$ cat config.mk
export PLATFORM = sky130hd
export DESIGN_NAME = multicycle_controller
export DESIGN_NICKNAME = d
export VERILOG_FILES = /design/src/rtl/multicycle_controller.sv
export SDC_FILE = /design/constraint.sdc
export NUM_CORES = 1
export LEC_CHECK = 0
export CORE_MARGIN = 2
export CORE_UTILIZATION = 34
export CTS_CLUSTER_SIZE = 28
export DETAILED_ROUTE_END_ITERATION = 10
export PLACE_DENSITY = 0.71
export RECOVER_POWER = 25
export SYNTH_ARGS = -nofsm -noshare
export SYNTH_HDL_FRONTEND = slang
export SYNTH_SLANG_ARGS = --single-unit
export TNS_END_PERCENT = 20
$ cat constraint.sdc
create_clock -name clk -period 1.3 [get_ports clk]
set_input_delay 0.26 -clock clk [delete_from_list [all_inputs] [get_ports clk]]
set_output_delay 0.26 -clock clk [all_outputs]
set_load 0.1 [all_outputs]
$ cat src/rtl/multicycle_controller.sv
// Main control FSM of the multicycle RV32 core: sequences ALU, register file, memory port and IR.
// Latency: lw 5 cycles, beq 3, sw/R/I/jal 4 with mem_ready high; each memory wait cycle adds one.
// Backpressure: FETCH, MEMREAD and MEMWRITE hold until mem_ready; the enables that depend on memory are gated by it.
module multicycle_controller #(
    parameter bit HALT_ON_ILLEGAL = 1'b0
) (
    input  logic       clk,
    input  logic       rst_n,
    input  logic [6:0] op,
    input  logic       zero,
    input  logic       mem_ready,
    output logic       pc_write,
    output logic       adr_src,
    output logic       mem_write,
    output logic       ir_write,
    output logic [1:0] result_src,
    output logic [1:0] alu_src_a,
    output logic [1:0] alu_src_b,
    output logic [1:0] imm_src,
    output logic [1:0] aluop,
    output logic       reg_write,
    output logic       instr_done,
    output logic       illegal_instr,
    output logic       halted
);

    localparam logic [6:0] OP_LW   = 7'b0000011;
    localparam logic [6:0] OP_SW   = 7'b0100011;
    localparam logic [6:0] OP_RTYP = 7'b0110011;
    localparam logic [6:0] OP_ITYP = 7'b0010011;
    localparam logic [6:0] OP_BEQ  = 7'b1100011;
    localparam logic [6:0] OP_JAL  = 7'b1101111;

    typedef enum logic [3:0] {
        S_FETCH    = 4'd0,
        S_DECODE   = 4'd1,
        S_MEMADR   = 4'd2,
        S_MEMREAD  = 4'd3,
        S_MEMWB    = 4'd4,
        S_MEMWRITE = 4'd5,
        S_EXECUTER = 4'd6,
        S_EXECUTEI = 4'd7,
        S_ALUWB    = 4'd8,
        S_BEQ      = 4'd9,
        S_JAL      = 4'd10,
        S_HALT     = 4'd11
    } state_t;

    state_t state;
    state_t state_nxt;
    logic   pc_update;
    logic   branch;

    always_ff @(posedge clk or negedge rst_n) begin
        if (!rst_n) begin
            state <= S_FETCH;
        end else begin
            state <= state_nxt;
        end
    end

    always_comb begin
        state_nxt     = S_FETCH;
        pc_update     = 1'b0;
        branch        = 1'b0;
        adr_src       = 1'b0;
        mem_write     = 1'b0;
        ir_write      = 1'b0;
        result_src    = 2'b00;
        alu_src_a     = 2'b00;
        alu_src_b     = 2'b00;
        aluop         = 2'b00;
        reg_write     = 1'b0;
        instr_done    = 1'b0;
        illegal_instr = 1'b0;
        halted        = 1'b0;
        case (state)
            S_FETCH: begin
                alu_src_b  = 2'b10;
                result_src = 2'b10;
                ir_write   = mem_ready;
                pc_update  = mem_ready;
                state_nxt  = mem_ready ? S_DECODE : S_FETCH;
            end
            S_DECODE: begin
                // ALU precomputes oldPC + imm so BEQ can use it as the target
                alu_src_a = 2'b01;
                alu_src_b = 2'b01;
                case (op)
                    OP_LW, OP_SW: state_nxt = S_MEMADR;
                    OP_RTYP:      state_nxt = S_EXECUTER;
                    OP_ITYP:      state_nxt = S_EXECUTEI;
                    OP_BEQ:       state_nxt = S_BEQ;
                    OP_JAL:       state_nxt = S_JAL;
                    default: begin
                        illegal_instr = 1'b1;
                        state_nxt     = HALT_ON_ILLEGAL ? S_HALT : S_FETCH;
                    end
                endcase
            end
            S_MEMADR: begin
                alu_src_a = 2'b10;
                alu_src_b = 2'b01;
                state_nxt = (op == OP_LW) ? S_MEMREAD : S_MEMWRITE;
            end
            S_MEMREAD: begin
                adr_src   = 1'b1;
                state_nxt = mem_ready ? S_MEMWB : S_MEMREAD;
            end
            S_MEMWB: begin
                result_src = 2'b01;
                reg_write  = 1'b1;
                instr_done = 1'b1;
            end
            S_MEMWRITE: begin
                adr_src    = 1'b1;
                mem_write  = 1'b1;
                instr_done = mem_ready;
                state_nxt  = mem_ready ? S_FETCH : S_MEMWRITE;
            end
            S_EXECUTER: begin
                alu_src_a = 2'b10;
                aluop     = 2'b10;
                state_nxt = S_ALUWB;
            end
            S_EXECUTEI: begin
                alu_src_a = 2'b10;
                alu_src_b = 2'b01;
                aluop     = 2'b10;
                state_nxt = S_ALUWB;
            end
            S_ALUWB: begin
                reg_write  = 1'b1;
                instr_done = 1'b1;
            end
            S_BEQ: begin
                alu_src_a  = 2'b10;
                aluop      = 2'b01;
                branch     = 1'b1;
                instr_done = 1'b1;
            end
            S_JAL: begin
                alu_src_a = 2'b01;
                alu_src_b = 2'b10;
                pc_update = 1'b1;
                state_nxt = S_ALUWB;
            end
            S_HALT: begin
                halted    = 1'b1;
                state_nxt = S_HALT;
            end
            default: state_nxt = S_FETCH;
        endcase
    end

    assign pc_write = pc_update | (branch & zero);

    always_comb begin
        case (op)
            OP_SW:   imm_src = 2'b01;
            OP_BEQ:  imm_src = 2'b10;
            OP_JAL:  imm_src = 2'b11;
            default: imm_src = 2'b00;
        endcase
    end

endmodule

==> results of run 1 <==
-- cells by family after synthesis --
logic type | synth area share
and+or+nand+nor | 0.4424
AOI/OAI and AO/OA | 0.2028
buffers and inverters | 0.06911
xor gates and xnor gates | 0.06453
DFF | 0.1843
muxes | 0.03687
-- repair_timing --
item	in CTS
buffers inserted	5
gates resized for setup	33
hold buffers	0
endpoints found under the setup margin	22
gates cloned	0
pin swaps	12
-- through the flow --
step / utilization / instance area (um2) / setup TNS (ps)
after global placement: 0.8688 / 1309 / -5831
after CTS: 0.9726 / 1465 / -9076
after floorplan: - / 608.1 / -12670
after detailed placement: 0.8688 / 1309 / -6434
==> impl_summary.log, run 1 <==
INFO  metric outcome = did not finish
INFO  metric flow.stopped_at = global routing (5_1_grt)
INFO  metric stop_error = [ERROR DPL-0038] Utilization greater than 100%, impossible to legalize
INFO  metric port_buffers = 28
INFO  metric fp.dieH = 43.97 um
INFO  metric number_of_h_tree_levels = 1
INFO  metric dp_worst_setup_slack = -592.2 ps
INFO  metric post-dp-hpwl = 1769 um
INFO  metric count_of_flip_flops_with_a_built_in_enable_after_synthesis = 0
INFO  metric synth.net_count = 89
INFO  metric repair-timing-grt-worst-ep = illegal_instr
INFO  metric placedCellCount = 152
INFO  metric endpoint_type = output port
INFO  metric ys.warnings.count = 0
INFO  metric synth_top_cells_by_area = sky130_fd_sc_hd__dfrtp_1 18%, sky130_fd_sc_hd__and2_1 5.8%, sky130_fd_sc_hd__nor2_1 5.5%
INFO  metric synth_top_area_share = 0.1843
INFO  metric synth.largest_area_cell = sky130_fd_sc_hd__dfrtp_1
INFO  metric post_synth_inst_count = 78
INFO  metric post-synth-top-count-cell = sky130_fd_sc_hd__nor2_1
INFO  metric initial_utilization = 0.3605
INFO  metric post_synth_instance_area = 543.0 um2
INFO  metric synthesis.area_per_instance = 6.962 um2
INFO  metric pin_count_of_the_biggest_net_entering_global_routing = 11
INFO  metric synthFlopType = sky130_fd_sc_hd__dfrtp_1
INFO  metric synth-async-reset-ratio = 1.000
INFO  metric synth.yosys.seq_area_share = 0.1843
INFO  metric register_bit_total_from_synthesis = 4
INFO  metric place_congestion = 0.7523
INFO  metric root_driver = sky130_fd_sc_hd__clkbuf_4
INFO  metric clock-sinks = 4
INFO  metric std_cell_rows = 14
INFO  metric pin_count = 29
INFO  metric synth_top_cells_by_count = 8 x sky130_fd_sc_hd__nor2_1, 6 x sky130_fd_sc_hd__nand2_1, 5 x sky130_fd_sc_hd__and2_1
INFO  metric cts_made_buffers = 3
INFO  metric synth_cell_types = 32
INFO  metric die_width = 43.97 um
INFO  metric cts_max_path_buffers = 2
==> run 2, diff against run 1 <==
CORE_AREA = 2 2 63 65   (was unset)
CORE_MARGIN = unset   (was 2)
CORE_UTILIZATION = unset   (was 34)
CTS_CLUSTER_SIZE = unset   (was 28)
DIE_AREA = 0 0 65 67   (was unset)
PLACE_DENSITY = unset   (was 0.71)
PLACE_DENSITY_LB_ADDON = 0.15   (was unset)
clock period = 1.7 ns   (was 1.3 ns; I/O delays follow)
==> impl_summary.log, run 2 <==
INFO  metric rsz0062_at_grt = yes
INFO  metric synth_top_cells_by_count = 8 x sky130_fd_sc_hd__nor2_1, 6 x sky130_fd_sc_hd__nand2_1, 5 x sky130_fd_sc_hd__and2_1
INFO  metric clk-insertion-delay-late = 210 ps
INFO  metric post_synth_instance_area = 543.0 um2
INFO  metric drt_drc_violations_left = 0
INFO  metric final_common_cell = sky130_fd_sc_hd__buf_4
INFO  metric final_cell_count_no_fill = 188
INFO  metric clock-sinks = 4
INFO  metric antennaDiodeCount = 0
INFO  metric post-synth-top-count-cell = sky130_fd_sc_hd__nor2_1
INFO  metric worst-r2r-setup-slack = 120 ps
INFO  metric synth_top_cells_by_area = sky130_fd_sc_hd__dfrtp_1 18%, sky130_fd_sc_hd__and2_1 5.8%, sky130_fd_sc_hd__nor2_1 5.5%
INFO  metric synth.yosys.seq_area_share = 0.1843
INFO  metric static-leakage-power = 0.0006842 uW
INFO  metric grt_pass1_wl = 3346 um
INFO  metric synthesis.area_per_instance = 6.962 um2
INFO  metric via_count = 790
INFO  metric pin_count_of_the_biggest_net_entering_global_routing = 8
INFO  metric setup_viol = 12
INFO  metric cp_data_required_time = 1360 ps
INFO  metric fp.dieH = 67 um
INFO  metric post-dp-hpwl = 1636 um
INFO  metric ctsHoldBuffers = 0
INFO  metric dp_worst_setup_slack = -345.1 ps
INFO  metric global_route.overflow_total = 0
INFO  metric total_die_area = 4355 um2
INFO  metric synth_cell_types = 32
INFO  metric cells_traversed_along_the_worst_timing_path = or4b_1 > a31oi_2 > buf_12
INFO  metric finalMaxSlewViolations = 0
INFO  metric drt-initial-drc-count = 15
INFO  metric detailedRoute.firstPassIterationCount = 2
INFO  metric synth-async-reset-ratio = 1.000
INFO  metric clk_pin_slew_worst_paths = 30 ps
INFO  metric powerDensity = 489.9 nW/um2
INFO  metric post_synth_inst_count = 78
INFO  metric placedCellCount = 183
INFO  metric wl_per_cell = 10.43 um
INFO  metric cts_max_path_buffers = 2
INFO  metric port_buffers = 28
INFO  metric ys.warnings.count = 0
INFO  metric pwr-share-comb = 0.579
INFO  metric register_bit_total_from_synthesis = 4
INFO  metric count_of_flip_flops_with_a_built_in_enable_after_synthesis = 0
INFO  metric root_driver = sky130_fd_sc_hd__clkbuf_8
INFO  metric final.hold.worst_slack = 395.7 ps
INFO  metric worstReg2RegStart = state[1]
INFO  metric intPower = 422.1 uW
INFO  metric cts_made_buffers = 3
INFO  metric initial_utilization = 0.1506
INFO  metric failed_checks = negative setup slack
INFO  metric postPlaceCellArea = 1341 um2
INFO  metric hp-class = in -> async
INFO  metric core = 3606 um2
INFO  metric worst_setup_path_end_kind = output pin
INFO  metric die_width = 65 um
INFO  metric place_congestion = 0.7650
INFO  metric area_delta_synth_final = 169.6%
INFO  metric antenna_found_initial = 0
INFO  metric top_library_cells_by_usage_in_the_layout_fill_and_taps_aside = 30 x sky130_fd_sc_hd__buf_4, 18 x sky130_fd_sc_hd__buf_12
INFO  metric postRouteAntennaNets = 0
INFO  metric p_switching = 295.0 uW
INFO  metric critPathSlowestCell = sky130_fd_sc_hd__or4b_1
INFO  metric crit_path_start_kind = flip-flop
INFO  metric std_cell_rows = 22
INFO  metric end_of_the_worst_register_to_register_path = state[2]
INFO  metric gr-usage-all-layers = 0.09868
INFO  metric fmaxAchievable = 514.3 MHz
INFO  metric final.setup_skew = 0.3261 ps
INFO  metric critical_path_peak_fanout = 3
INFO  metric worstSetupStartpoint = state[1]
INFO  metric grt_pass1_vias = 748
INFO  metric regMostFlops = state
INFO  metric drive_above_1_share = 0.5929
INFO  metric max_cap_violations = 0
INFO  metric report.final.hold_viol_count = 0
INFO  metric synth.net_count = 89
INFO  metric critPathKind = reg -> out
INFO  metric synth_top_area_share = 0.1843
INFO  metric finalInstanceArea = 1464 um2
INFO  metric layout_top_registers = state x4
INFO  metric largest_register_ff_count = 4
INFO  metric layout_min_cycle_time = 1944 ps
INFO  metric totalWireLength = 1961 um
INFO  metric critical-path-max-stage-delay = 580 ps
INFO  metric timing.max_slew.rel_slack = 0.7998
INFO  metric endpoint = illegal_instr
INFO  metric power.share.sequential = 0.145
INFO  metric worst-slew-pin-transition = 299.4 ps
INFO  metric netSwitchingFraction = 0.4114
INFO  metric layout.nets = 153
INFO  metric detail_route.vias_per_cell = 4.202
INFO  metric pin_count = 29
INFO  metric finalPower = 717.1 uW
INFO  metric min_period_over_period = 1.144
INFO  metric number_of_h_tree_levels = 1
INFO  metric timing.critical_path.arrival = 1600 ps
INFO  metric outcome = complete, but fails checks
INFO  metric depth_of_the_most_critical_reg_to_reg_path = 5
INFO  metric tritoncts = done
INFO  metric vdd_drop_max = 0.0002017 V
INFO  metric synth.largest_area_cell = sky130_fd_sc_hd__dfrtp_1
INFO  metric clockPowerShare = 0.276
INFO  metric synthFlopType = sky130_fd_sc_hd__dfrtp_1
INFO  metric timing.final.ws_setup = -244.4 ps
==> run 2: cell counts after synthesis <==
No cell type changed its count.
==> run 2: cell type report <==
cell class	instances	area (um2)
multi-input cells	67	529.3
fillers	366	2142
flip-flops and latches	4	101.3
repair buffers	63	720.7
inverters	3	11.26
well taps	48	60.06
clock buffers	3	41.29
==> run 2: routing by layer <==
metal,track usage,vias to the layer above,part of all wire
met5,0,-,0
met4,0.05585,0,0.0082
met3,0.01351,2,0.065
met2,0.1843,25,0.53
met1,0.1060,358,0.39
li1,-,405,-
==> run 2: worst min path at each step <==
stage                    end  cells after the start  startpoint  slack (ps)
floorplan           state[0]                      0       rst_n          40
global placement    state[3]                      2    state[1]         510
detailed placement  state[3]                      2    state[1]         500
CTS                 state[2]                      1       rst_n         330
global route        state[2]                      1       rst_n         400
finish              state[2]                      1       rst_n         400
==> run 2: cells by family (layout without fill, tap and decap cells) <==
group	Yosys count	count (layout)	synth area share
AND/OR/NAND/NOR	43	43	0.4424
AO/OA/AOI/OAI	18	18	0.2028
buffers and inverters	7	69	0.06911
XOR/XNOR	4	4	0.06453
flip-flops	4	4	0.1843
multiplexers	2	2	0.03687
==> run 2: critical path, delay by kind of cell (launching register included) <==
kind,cells,cell delay (ps)
buffers and inverters,1,200
flip-flops,1,380
AO/OA/AOI/OAI,1,220
AND/OR/NAND/NOR,1,580
==> run 2: timing repair <==
item | CTS | global route
pin swaps | 9 | 4
setup buffers | 2 | 0
endpoints found under the setup margin | 19 | 18
gates resized for setup | 31 | 9
hold endpoints to repair | 0 | 0
==> run 2: through the flow <==
step / util / setup TNS [ps]
floorplan: - / -6927
global placement: 0.3720 / -1627
detailed placement: 0.3720 / -1692
CTS: 0.3949 / -2108
global route: 0.4060 / -2652
finish: 0.4060 / -1715
==> run 2: power groups by stage <==
stage	logic [uW]	clock network (uW)	registers (uW)
after floorplan	232	0	103
after CTS	412	206	103
after detailed placement	410	0	104
final	415	198	104
after global placement	409	0	104
after global routing	434	212	105
No activity file was read; power rests on OpenSTA's default activity.
==> run 3, diff against run 2 <==
CAP_MARGIN = 5   (was unset)
==> results of run 3 <==
Same layout as run 2: the final DEF is identical, and so are final timing and power.
